--- config.mk ---
export PLATFORM = sky130hd
export DESIGN_NAME = hazard_detection_unit
export DESIGN_NICKNAME = d
export VERILOG_FILES = /design/src/rtl/riscv_pipe_pkg.sv /design/src/rtl/sat_counter.sv /design/src/rtl/hazard_detection_unit.sv
export SDC_FILE = /design/constraint.sdc
export NUM_CORES = 1
export LEC_CHECK = 0
export CAP_MARGIN = 40
export CORE_AREA = 10 10 70 87
export CTS_CLUSTER_DIAMETER = 120
export DETAILED_ROUTE_END_ITERATION = 7
export DIE_AREA = 0 0 80 97
export HOLD_SLACK_MARGIN = 0.06
export PLACE_DENSITY = 0.74
export SLEW_MARGIN = 10
export SYNTH_ARGS = -nofsm -noshare
export SYNTH_HDL_FRONTEND = slang
export SYNTH_SLANG_ARGS = --single-unit
--- constraint.sdc ---
create_clock -name clk -period 1.9 [get_ports clk]
set_input_delay 0.38 -clock clk [delete_from_list [all_inputs] [get_ports clk]]
set_output_delay 0.38 -clock clk [all_outputs]
set_load 0.01 [all_outputs]
--- src/rtl/riscv_pipe_pkg.sv ---
// Shared definitions for the 5-stage pipeline control blocks.
// Latency: n/a (types and constants only).
// Backpressure: n/a.
package riscv_pipe_pkg;

    localparam int REG_ADDR_W_DEF = 5;

    // x0 is hard-wired to zero, so it never carries a real dependence.
    localparam logic [REG_ADDR_W_DEF-1:0] X0 = '0;

    typedef enum logic [1:0] {
        RUN        = 2'd0,
        LOAD_STALL = 2'd1,
        MEM_WAIT   = 2'd2
    } hdu_state_t;

endpackage

--- src/rtl/sat_counter.sv ---
// Saturating event counter: counts inc pulses, sticks at all-ones instead of wrapping.
// Latency: count reflects events up to the previous rising edge of clk.
// Backpressure: none; inc is sampled every cycle.
//   clk, reset (async active-high, clears count), inc (count this cycle), count (W bits)
module sat_counter #(
    parameter int W = 16
) (
    input  logic         clk,
    input  logic         reset,
    input  logic         inc,
    output logic [W-1:0] count
);

    always_ff @(posedge clk or posedge reset) begin
        if (reset) begin
            count <= '0;
        end else if (inc && (count != {W{1'b1}})) begin
            count <= count + W'(1);
        end
    end

endmodule

--- src/rtl/hazard_detection_unit.sv ---
// Pipeline hazard controller: load-use stall, taken-branch flush, data-memory freeze, perf counters.
// Latency: enables/flushes are combinational in the same cycle; counters lag by one edge.
// Backpressure: mem_busy freezes every pipeline register; it outranks branch flush and load-use stall.
//   Inputs : clk, reset, ID sources (if_id_rs1/rs2 + uses), EX load info (id_ex_MemRead, id_ex_rd),
//            ex_branch_taken, mem_busy
//   Outputs: PCWrite, IF_ID/ID_EX/EX_MEM/MEM_WB_Write, IF_ID_Flush, ID_EX_Flush,
//            stall_cycles, flush_count
module hazard_detection_unit
    import riscv_pipe_pkg::*;
#(
    parameter int REG_ADDR_W = REG_ADDR_W_DEF,
    parameter int CNT_W      = 16
) (
    input  logic                  clk,
    input  logic                  reset,
    input  logic [REG_ADDR_W-1:0] if_id_rs1,
    input  logic [REG_ADDR_W-1:0] if_id_rs2,
    input  logic                  if_id_uses_rs1,
    input  logic                  if_id_uses_rs2,
    input  logic                  id_ex_MemRead,
    input  logic [REG_ADDR_W-1:0] id_ex_rd,
    input  logic                  ex_branch_taken,
    input  logic                  mem_busy,
    output logic                  PCWrite,
    output logic                  IF_ID_Write,
    output logic                  ID_EX_Write,
    output logic                  EX_MEM_Write,
    output logic                  MEM_WB_Write,
    output logic                  IF_ID_Flush,
    output logic                  ID_EX_Flush,
    output logic [CNT_W-1:0]      stall_cycles,
    output logic [CNT_W-1:0]      flush_count
);

    hdu_state_t state, state_next;
    logic       lu;
    logic       lu_eff;
    logic       branch_flush;

    // Load in EX whose result the ID instruction actually reads; forwarding cannot cover this.
    assign lu = id_ex_MemRead
              && (id_ex_rd != REG_ADDR_W'(X0))
              && ((if_id_uses_rs1 && (if_id_rs1 == id_ex_rd))
               || (if_id_uses_rs2 && (if_id_rs2 == id_ex_rd)));

    always_ff @(posedge clk or posedge reset) begin
        if (reset) begin
            state <= RUN;
        end else begin
            state <= state_next;
        end
    end

    always_comb begin
        state_next   = RUN;
        PCWrite      = 1'b1;
        IF_ID_Write  = 1'b1;
        ID_EX_Write  = 1'b1;
        EX_MEM_Write = 1'b1;
        MEM_WB_Write = 1'b1;
        IF_ID_Flush  = 1'b0;
        ID_EX_Flush  = 1'b0;
        branch_flush = 1'b0;

        // The cycle after a load-use stall the bubble sits in EX, so the stale
        // id_ex fields must not trigger a second stall. MEM_WAIT with memory
        // ready behaves exactly like RUN, so only LOAD_STALL gates lu.
        unique case (state)
            LOAD_STALL: lu_eff = 1'b0;
            default:    lu_eff = lu;
        endcase

        if (reset) begin
            PCWrite      = 1'b0;
            IF_ID_Write  = 1'b0;
            ID_EX_Write  = 1'b0;
            EX_MEM_Write = 1'b0;
            MEM_WB_Write = 1'b0;
            IF_ID_Flush  = 1'b1;
            ID_EX_Flush  = 1'b1;
        end else if (mem_busy) begin
            // Full freeze; branch and lu are re-presented by the held EX instruction later.
            PCWrite      = 1'b0;
            IF_ID_Write  = 1'b0;
            ID_EX_Write  = 1'b0;
            EX_MEM_Write = 1'b0;
            MEM_WB_Write = 1'b0;
            state_next   = MEM_WAIT;
        end else if (ex_branch_taken) begin
            // PC keeps writing so the branch target is fetched next.
            IF_ID_Flush  = 1'b1;
            ID_EX_Flush  = 1'b1;
            branch_flush = 1'b1;
            state_next   = RUN;
        end else if (lu_eff) begin
            PCWrite      = 1'b0;
            IF_ID_Write  = 1'b0;
            ID_EX_Flush  = 1'b1;
            state_next   = LOAD_STALL;
        end
    end

    sat_counter #(.W(CNT_W)) u_stall_cnt (
        .clk   (clk),
        .reset (reset),
        .inc   (~PCWrite),
        .count (stall_cycles)
    );

    sat_counter #(.W(CNT_W)) u_flush_cnt (
        .clk   (clk),
        .reset (reset),
        .inc   (branch_flush),
        .count (flush_count)
    );

endmodule

# Word level (Yosys, flattened, before mapping)
# Index checks and enable logic that the tools add are counted.
[op_classes] add_sub_neg=2 n_eq_ne=5 n_mux=19 bitwise_logic=1 reduce_logical=8
[op_table] operator="$add A16 B1 Y16 const B" n=2
[op_table] operator="$ne A16 B16 Y1 const B" n=2
[op_table] operator="$mux W1" n=17
[op_table] operator="$eq A5 B5 Y1" n=2
[op_table] operator="$logic_and A1 B1 Y1" n=6
[op_table] operator="$reduce_bool A5 Y1" n=1
[op_table] operator="$mux W2" n=2
[op_table] operator="$eq A2 B1 Y1 const B" n=1
[op_table] operator="$logic_or A1 B1 Y1" n=1
[op_table] operator="$not A1 Y1" n=1
[totals] reg_bits=34 wordCells=38

# Logic depth before layout (Yosys ltp)
# Gate-level depths: netlist (run 1).
[logic_depth] depth_word=11 depth_mapped=8 ltp_nobuf=7

# Modules after synthesis
# From an unflattened synthesis (run 1), not the netlist that was laid out.
[unflattened] hier_cells=175 hier_area_um2=1915.6
[modules_own_cells] mod="sat_counter" n_inst=2 cells_per_inst=71 area_per_inst_um2=805.8 seq_area_each_um2=400.4
[modules_own_cells] mod="hazard_detection_unit" n_inst=1 cells_per_inst=33 area_per_inst_um2=304.0 seq_area_each_um2=50.0

# Least setup slack after synthesis (run 1)
# Ideal clock, no wire load.
[synth_path] kind="input -> output" startpoint="input reset" endpoint="output ID_EX_Flush" t_arrival_ps=1804 required_time_ps=1520 path_slack_ps=-284 path_stages=3 n_path_buf=0 cell_sequence="inv_1 > o21ai_0 > o21bai_1"
[synth_between] elab_chain_cells=1
[synth_rtl] element="start, declared" line_no="hazard_detection_unit.sv:15" text="input logic reset,"
[synth_rtl] element="$mux W1" line_no="hazard_detection_unit.sv:73" text="if (reset) begin"
[synth_rtl] element="end, declared" line_no="hazard_detection_unit.sv:30" text="output logic ID_EX_Flush,"
# No other way between the ends.

# Worst setup path in the final report (run 1)
[layout_path] startpoint="input id_ex_rd[4]" endpoint="output PCWrite"
[layout_between] elab_chain_cells=9 word_cells_on_any_way=13
[layout_rtl] element="start, declared" line_no="hazard_detection_unit.sv:21" text="input logic [REG_ADDR_W-1:0] id_ex_rd,"
[layout_rtl] element="$eq A5 B5 Y1 (on tied branches)" line_no="hazard_detection_unit.sv:43, hazard_detection_unit.sv:44"
[layout_rtl] element="$logic_and A1 B1 Y1 (on tied branches)" line_no="hazard_detection_unit.sv:43, hazard_detection_unit.sv:44"
[layout_rtl] element="$logic_or A1 B1 Y1" line_no="hazard_detection_unit.sv:44" text="|| (if_id_uses_rs2 && (if_id_rs2 == id_ex_rd)));"
[layout_rtl] element="$logic_and A1 B1 Y1 (*)" line_no="hazard_detection_unit.sv:43" text="&& ((if_id_uses_rs1 && (if_id_rs1 == id_ex_rd))"
[layout_rtl] element="$mux W1 (*)" line_no="hazard_detection_unit.sv:68" text="unique case (state)"
[layout_rtl] element="$mux W1 (*)" line_no="hazard_detection_unit.sv:95" text="end else if (lu_eff) begin"
[layout_rtl] element="$mux W1 (*)" line_no="hazard_detection_unit.sv:89" text="end else if (ex_branch_taken) begin"
[layout_rtl] element="$mux W1 (*)" line_no="hazard_detection_unit.sv:81" text="end else if (mem_busy) begin"
[layout_rtl] element="$mux W1 (*)" line_no="hazard_detection_unit.sv:73"
[layout_rtl] element="end, declared" line_no="hazard_detection_unit.sv:24" text="output logic PCWrite,"
# Mark *: on every way between the ends. The rest lies on a longest branch, timed or not.

==> impl_results.md, run 1 <==
* First-pass GRT wire length at approximately 8.7 mm
* Syn Std Cell Area at 1770 sq um
* Setup crit start kind: input port
* Remaining antenna violation count at 0
* Worst Path Arrival at 1.73 ns
* Max_cap viols at 0
* Initial antenna violation count at 0
* Initial Utilization at roughly two fifths
* Die area at 7760 sq um
* PwrDens at about 900 nW/um^2
* Wl on met1 at roughly 2 mm
* DR vias at ~1700
* Syn Nets at between 150 and 200
* GPL Wtd Cong at roughly 0.84
* H-tree depth at 2
* Final hold vios at 0
* DP HPWL at approximately 4.0 mm
* DRC Markers at 0
* Area grow syn2layout at 77.5%
* Hold Path Class: input port to async pin
* Max VDD drop at a little under 0.8 mV
* Setup Skew at 0.00825 ns
* Post-synth EDFFs at 0
* Largest net degree at the start of global routing at 35
* Synth Flop Type: dfrtp_1
* Clk pin slew, worst setup/hold paths at about 0.080 ns
* Minimum clock period after layout at roughly 2.1 ns
* Post-route clock period utilization at 111%
* Met2 routed WL at about 3.1 mm
* RR Endpoint: u_stall_cnt.count[1]
* Outcome: finished, violations left
* Setup TNS at -1.09 ns
* Seq/Total Area, Yosys at roughly half
* Clock sink count at 34
* Avg Synthesized Cell Area at about 11 sq um
* Post-layout nets at 302
* Worst R2R Path Depth at 7
* Vias in the first global route at roughly 1900
* Root Driver: clkbuf_8
* # setup viols final at 16
* Kind of critical path: input port to output port
* CP Capture Type: output port
* Max Slew Vio Count at 0
* Post-Syn Instances at about 170
* Setup WS pre-CTS at -0.949 ns
* Wire length on met3 at about 470 microns
* Worst relative slew slack at roughly 70%
* Unrepaired setup endpoints after global routing: true
* Max Root-Sink Buffers at 2
* Post-synth top area share at about 48%
* Row count at 27
* Fillcell total at 346
* Reg2reg setup slack at -0.09 ns
* Total Wirelength at between 5 and 6 mm
* Die height at around 97 microns
* Top layer reached by signal wires: met4
* Crit Path Max Fanout at 3
* Design Area, Final at about 3100 sq um
* Core area at 4390 sq um
* Worst setup margin at -0.209 ns
* Routed len/inst at 16.8 microns
* Drt initial violations at 75
* Share of cells above drive strength 1 at a little over a third
* Antenna diode count at 0
* Worst-margin pin slew at roughly 0.42 ns
* Chip Width at 80 microns
* Yosys reg bits at 34
* DR pass1 iterations at 4
* Failing checks: setup timing
* RR Startpoint: u_stall_cnt.count[9]
* Final Util at between 70 and 80%
* Fmax at ~0.47 GHz
* Grt total ovfl at 0
* Total power at 2.88 mW
* Port bufs at 60
* Post-DR vias/cell at a little over 5
* Worst skew pair latency at roughly 0.29 ns
* Synth async-reset ratio at between 90% and 100%
* Yosys cell types at 34
* Hold_buf cts at 0
* Num CTS Buffers at 5
* CTS tree: built
* Tot GR Track Use at 14.1%
* # IOs at 61
* Ys Warns at 0
* P_leak at roughly 1.4 nW
* Area contributors post-synth: dfrtp_1 48%, xnor2_1 12%, xor2_1 5.4%
* Yosys top cell by area: dfrtp_1
* Area after DPL at about 2800 sq um
* Worst EP required at roughly 1.5 ns
how the worst max path moves through the flow:
stage,start,end,slack (ns)
floorplan,id_ex_rd[1],u_stall_cnt.count[12],-0.17
global placement,id_ex_rd[1],PCWrite,-0.93
detailed placement,id_ex_rd[1],IF_ID_Write,-0.95
CTS,id_ex_rd[4],IF_ID_Write,-0.20
global route,id_ex_rd[4],PCWrite,-0.25
finish,id_ex_rd[4],PCWrite,-0.21
power by group:
group          internal, mW  switching [mW]
clock                 0.526           0.285
combinational         0.633           0.457
sequential            0.866           0.113
sequential cells by signal, summed over array words and instances, names as in the netlist:
signal	count
state	2
u_flush_cnt.count	16
u_stall_cnt.count	16
routing by layer:
layer / GRT usage [%] / vias to the layer above
met5: 0 / -
met4: 4.46 / 0
met3: 6.19 / 10
met2: 25.8 / 56
met1: 13.3 / 831
li1: - / 807
logic make-up after synthesis:
logic type | Yosys count | share of synthesized area (%)
AND/OR/NAND/NOR | 72 | 22.9
XOR/XNOR | 36 | 17.8
flip-flops | 34 | 48.1
AO/OA/AOI/OAI | 9 | 4.46
buffers and inverters | 8 | 2.55
multiplexers | 4 | 2.76
adder cells (fa/ha/maj) | 2 | 1.41
cell usage after synthesis, drive strengths merged, types with 2 or more instances:
library cell	number
nor2b	2
xor2	11
nand2	14
nand2b	5
nor2	7
and4	3
buf	4
nor3b	4
nand4	9
mux2	4
and2	3
inv	4
and3	5
nor4	2
xnor2	25
ha	2
nor3	5
dfrtp	34
nand3	10
final cells by class:
cell class / count / area, sq um / share of cell area (%)
Clock inverter: 3 / 68.8 / 2.19
Sequential cell: 34 / 851 / 27.1
Clock buffer: 5 / 68.8 / 2.19
Multi-Input combinational cell: 123 / 1060 / 33.9
Timing Repair Buffer: 110 / 996 / 31.7
Tap cell: 58 / 72.6 / 2.31
Inverter: 4 / 18.8 / 0.598
worst max-delay path, cell delays in order:
cell      delay (ns)
buf_6           0.09
or4_4           0.56
o221ai_4        0.18
inv_2           0.08
a311oi_4        0.24
buf_2           0.19
metrics by stage:
| step | std cells | hold slack, ns |
|---|---|---|
| 2_1_floorplan | 165 | 0.324 |
| 3_3_place_gp | 322 | 0.494 |
| 3_5_place_dp | 322 | 0.504 |
| 4_1_cts | 335 | 0.461 |
| 5_1_grt | 337 | 0.488 |
| 6_report | 337 | 0.450 |
cells in the final DEF, fill, tap and decap left out, drive strengths merged, types with 3 or more instances in the layout:
cell / n
and2: 3
and3: 5
and4: 3
buf: 56
clkbuf: 7
clkdlybuf4s15: 6
clkdlybuf4s50: 35
dfrtp: 34
dlygate4sd2: 9
inv: 3
mux2: 4
nand2: 14
nand2b: 5
nand3: 10
nand4: 9
nor2: 7
nor3: 5
nor3b: 4
xnor2: 25
xor2: 11
what timing repair did:
item                       in CTS  in global routing
buffers inserted                5                  5
pin swaps                      19                 25
setup endpoints to repair      26                 24
hold endpoints to repair        0                  0
gates resized for setup        57                 38
Power figures use the tool's default switching activity.
==> inputs of run 2 (changes only) <==
- CAP_MARGIN: 40 -> 25
==> results of run 2 <==
The final DEF is identical to that of run 1; final timing and power are the same.
==> inputs of run 3 (changes only) <==
- CORE_AREA: 10 10 70 87 -> 10 10 97 56
- DIE_AREA: 0 0 80 97 -> 0 0 107 66
- PLACE_DENSITY: 0.74 -> 0.82
- clock period: 1.9 -> 2.7 ns (I/O delays scaled with it)
==> impl_results.md, run 3 (same netlist as run 1, synthesis figures left out) <==
* Outcome: completed
* Worst skew pair latency at 0.29 ns (about the same)
* Max Slew Vio Count at 0 (unchanged)
* Final hold vios at 0 (unchanged)
* Hold wc startpoint: u_flush_cnt.count[7]
* Hold Path Class: register to register
* Worst EP required at 2.16 ns (+0.64 ns)
* Kind of critical path: input port to output port
* Worst setup margin at 0.0947 ns (+0.303 ns)
* GR Util met2 at 21.3% (-4.5 points)
* RR Endpoint: u_stall_cnt.count[1]
* Switching Share at 30.9% (+1.2 points)
* Internal power at 1.21 mW (-40%)
* Drt initial violations at 55 (-27%)
* Crit Path Max Fanout at 3 (unchanged)
* WHS Path Cells at 1
* H-tree depth at 2 (unchanged)
* Die height at 66 microns (-32%)
* Max_cap viols at 0 (unchanged)
* Design Area, Final at 2640 sq um (-16%)
* Clock sink count at 34 (unchanged)
* Num CTS Buffers at 5 (unchanged)
* # IOs at 61 (unchanged)
* Post-layout nets at 267 (-12%)
* Clk pin slew, worst setup/hold paths at 0.07 ns (about the same)
* Hold EP: u_flush_cnt.count[7]
* DRC Markers at 0 (unchanged)
* Vias in the first global route at 1517 (-19%)
* CP Capture Type: output port
* Worst R2R Path Depth at 7 (unchanged)
* Sequential Power Share at 42.6% (+8.6 points)
* Area grow syn2layout at 48.9%
* Share of cells above drive strength 1 at 14.3% (-21 points)
* Setup Skew at 0.00547 ns (-0.00278 ns)
* Minimum clock period after layout at 2.61 ns
* P_leak at 1.10 nW (-22%)
* DR pass1 iterations at 4 (unchanged)
* Worst-margin pin slew at 0.547 ns (+0.124 ns)
* Commonest non-fill, non-tap cell in the layout: clkdlybuf4s50_1
* Port bufs at 60 (unchanged)
* Initial Utilization at 47.0% (+6.7 points)
* GRT met1 Usage at 19.5% (+6.2 points)
* Worst Path Arrival at 2.07 ns (+0.34 ns)
* Worst relative slew slack at 63.2% (-8.6 points)
* Core area at 3760 sq um (-14%)
* Setup WS pre-CTS at -0.656 ns (+0.293 ns)
* Commonest cells after routing, fill and taps aside: 53 x clkdlybuf4s50_1, 34 x dfrtp_1, 25 x xnor2_1
* PwrDens at 665 nW/um^2 (-28%)
* Row count at 16 (-41%)
* Final Util at 70.0% (-1.5 points)
* Fin cells at 298 (-12%)
* GPL Wtd Cong at 0.890 (+6.3%)
* Tot GR Track Use at 14.5% (+0.40 points)
* Area after DPL at 2500 sq um (-9.7%)
* Total Wirelength at 4.85 mm (-15%)
* Clock Power Share at 26.1% (-2.1 points)
* CTS tree: built
* Max Root-Sink Buffers at 2 (unchanged)
* Routed len/inst at 16.3 microns (-3.4%)
* Setup crit start kind: input port
* DP HPWL at 3.81 mm (-5.6%)
* Switching pwr at 0.542 mW (-37%)
* RR Startpoint: u_stall_cnt.count[0]
* Biggest registers after layout: u_flush_cnt.count: 16 flops, u_stall_cnt.count: 16 flops, state: 2 flops
* DR vias at 1478 (-13%)
* Root Driver: clkbuf_8
* Fin Hold WS at 0.492 ns (+0.0420 ns)
* Max VDD drop at 0.575 mV (-26%)
* Combinational Power Share at 31.3% (-6.6 points)
* Chip Width at 107 microns (+34%)
* Fmax at 0.384 GHz
* Die area at 7060 sq um (-9.0%)
* Dpl cells at 287 (-11%)
* Largest net degree at the start of global routing at 35 (unchanged)
* Remaining antenna violation count at 0 (unchanged)
* Initial antenna violation count at 0 (unchanged)
* Hold_buf cts at 0 (unchanged)
* M3 GR Usage at 5.74% (-0.45 points)
* Unrepaired setup endpoints after global routing: false
* Post-route clock period utilization at a little over nine tenths
* Antenna diode count at 0 (unchanged)
* First-pass GRT wire length at 8.12 mm (-6.7%)
* Reg2reg setup slack at 0.56 ns (+0.65 ns)
* Top Usage Layer GRT: met2
* Grt total ovfl at 0 (unchanged)
* Post-DR vias/cell at 4.96 (-1.9%)
* # setup viols final at 0 (-16)
==> run 3: cell count changes in the layout (fill, tap and decap cells not counted), sizes merged <==
cell | before | now
bufinv | 2 | 1
dlymetal6s2s | 2 | 0
clkdlybuf4s15 | 6 | 1
dlygate4sd2 | 9 | 2
buf | 56 | 17
clkinvlp | 1 | 0
inv | 3 | 4
clkinv | 1 | 2
clkdlybuf4s50 | 35 | 53
==> run 3: how the worst max path moves through the flow <==
stage / start / end / depth (start not counted)
after floorplan: reset / ID_EX_Flush / 3
after global placement: id_ex_rd[1] / PCWrite / 6
after detailed placement: id_ex_rd[1] / PCWrite / 6
after CTS: id_ex_rd[4] / IF_ID_Write / 6
after global routing: id_ex_rd[3] / PCWrite / 6
final: id_ex_rd[3] / PCWrite / 6
==> run 3: what timing repair did <==
| action | 4_1_cts | 5_1_grt |
|---|---|---|
| pin swaps | 4 | 3 |
| gates resized for setup | 16 | 5 |
| buffers inserted | 3 | 0 |
| setup endpoints to repair | 4 | 2 |
| endpoints found under the hold margin | 0 | 0 |
==> run 3: through the flow <==
stage	setup TNS [ns]	power (mW)
finish	0	1.75
global route	0	1.87
CTS	0	1.77
detailed placement	-2.10	1.30
global placement	-1.64	1.29
floorplan	0	0.972
==> run 3: layer usage <==
metal / routed length (microns) / share of wire (%)
met1: 2390 / 49
met4: 19 / 0.39
met5: 0 / 0
met3: 312 / 6.4
met2: 2130 / 44
==> run 3: worst max-delay path: stages <==
cell             delay [ns]
clkdlybuf4s15_1        0.19
or4_4                  0.51
o221ai_4               0.19
inv_2                  0.08
a311oi_4               0.35
buf_2                  0.20
==> run 3: area by class of cell <==
cell class | count | area, sq um
clock buffer | 5 | 68.8
clock inverter | 3 | 40.0
sequential | 34 | 851
multi-input combinational | 123 | 902
timing repair buffer | 75 | 691
tap | 54 | 67.6
fill | 292 | 1130
inverter | 4 | 15.0
==> run 3: power groups by stage <==
stage	Sequential, mW	Combinational (mW)	Clock (mW)
floorplan	0.770	0.202	0
global placement	0.750	0.536	0
detailed placement	0.752	0.553	0
CTS	0.746	0.560	0.465
global route	0.769	0.605	0.493
finish	0.747	0.548	0.457
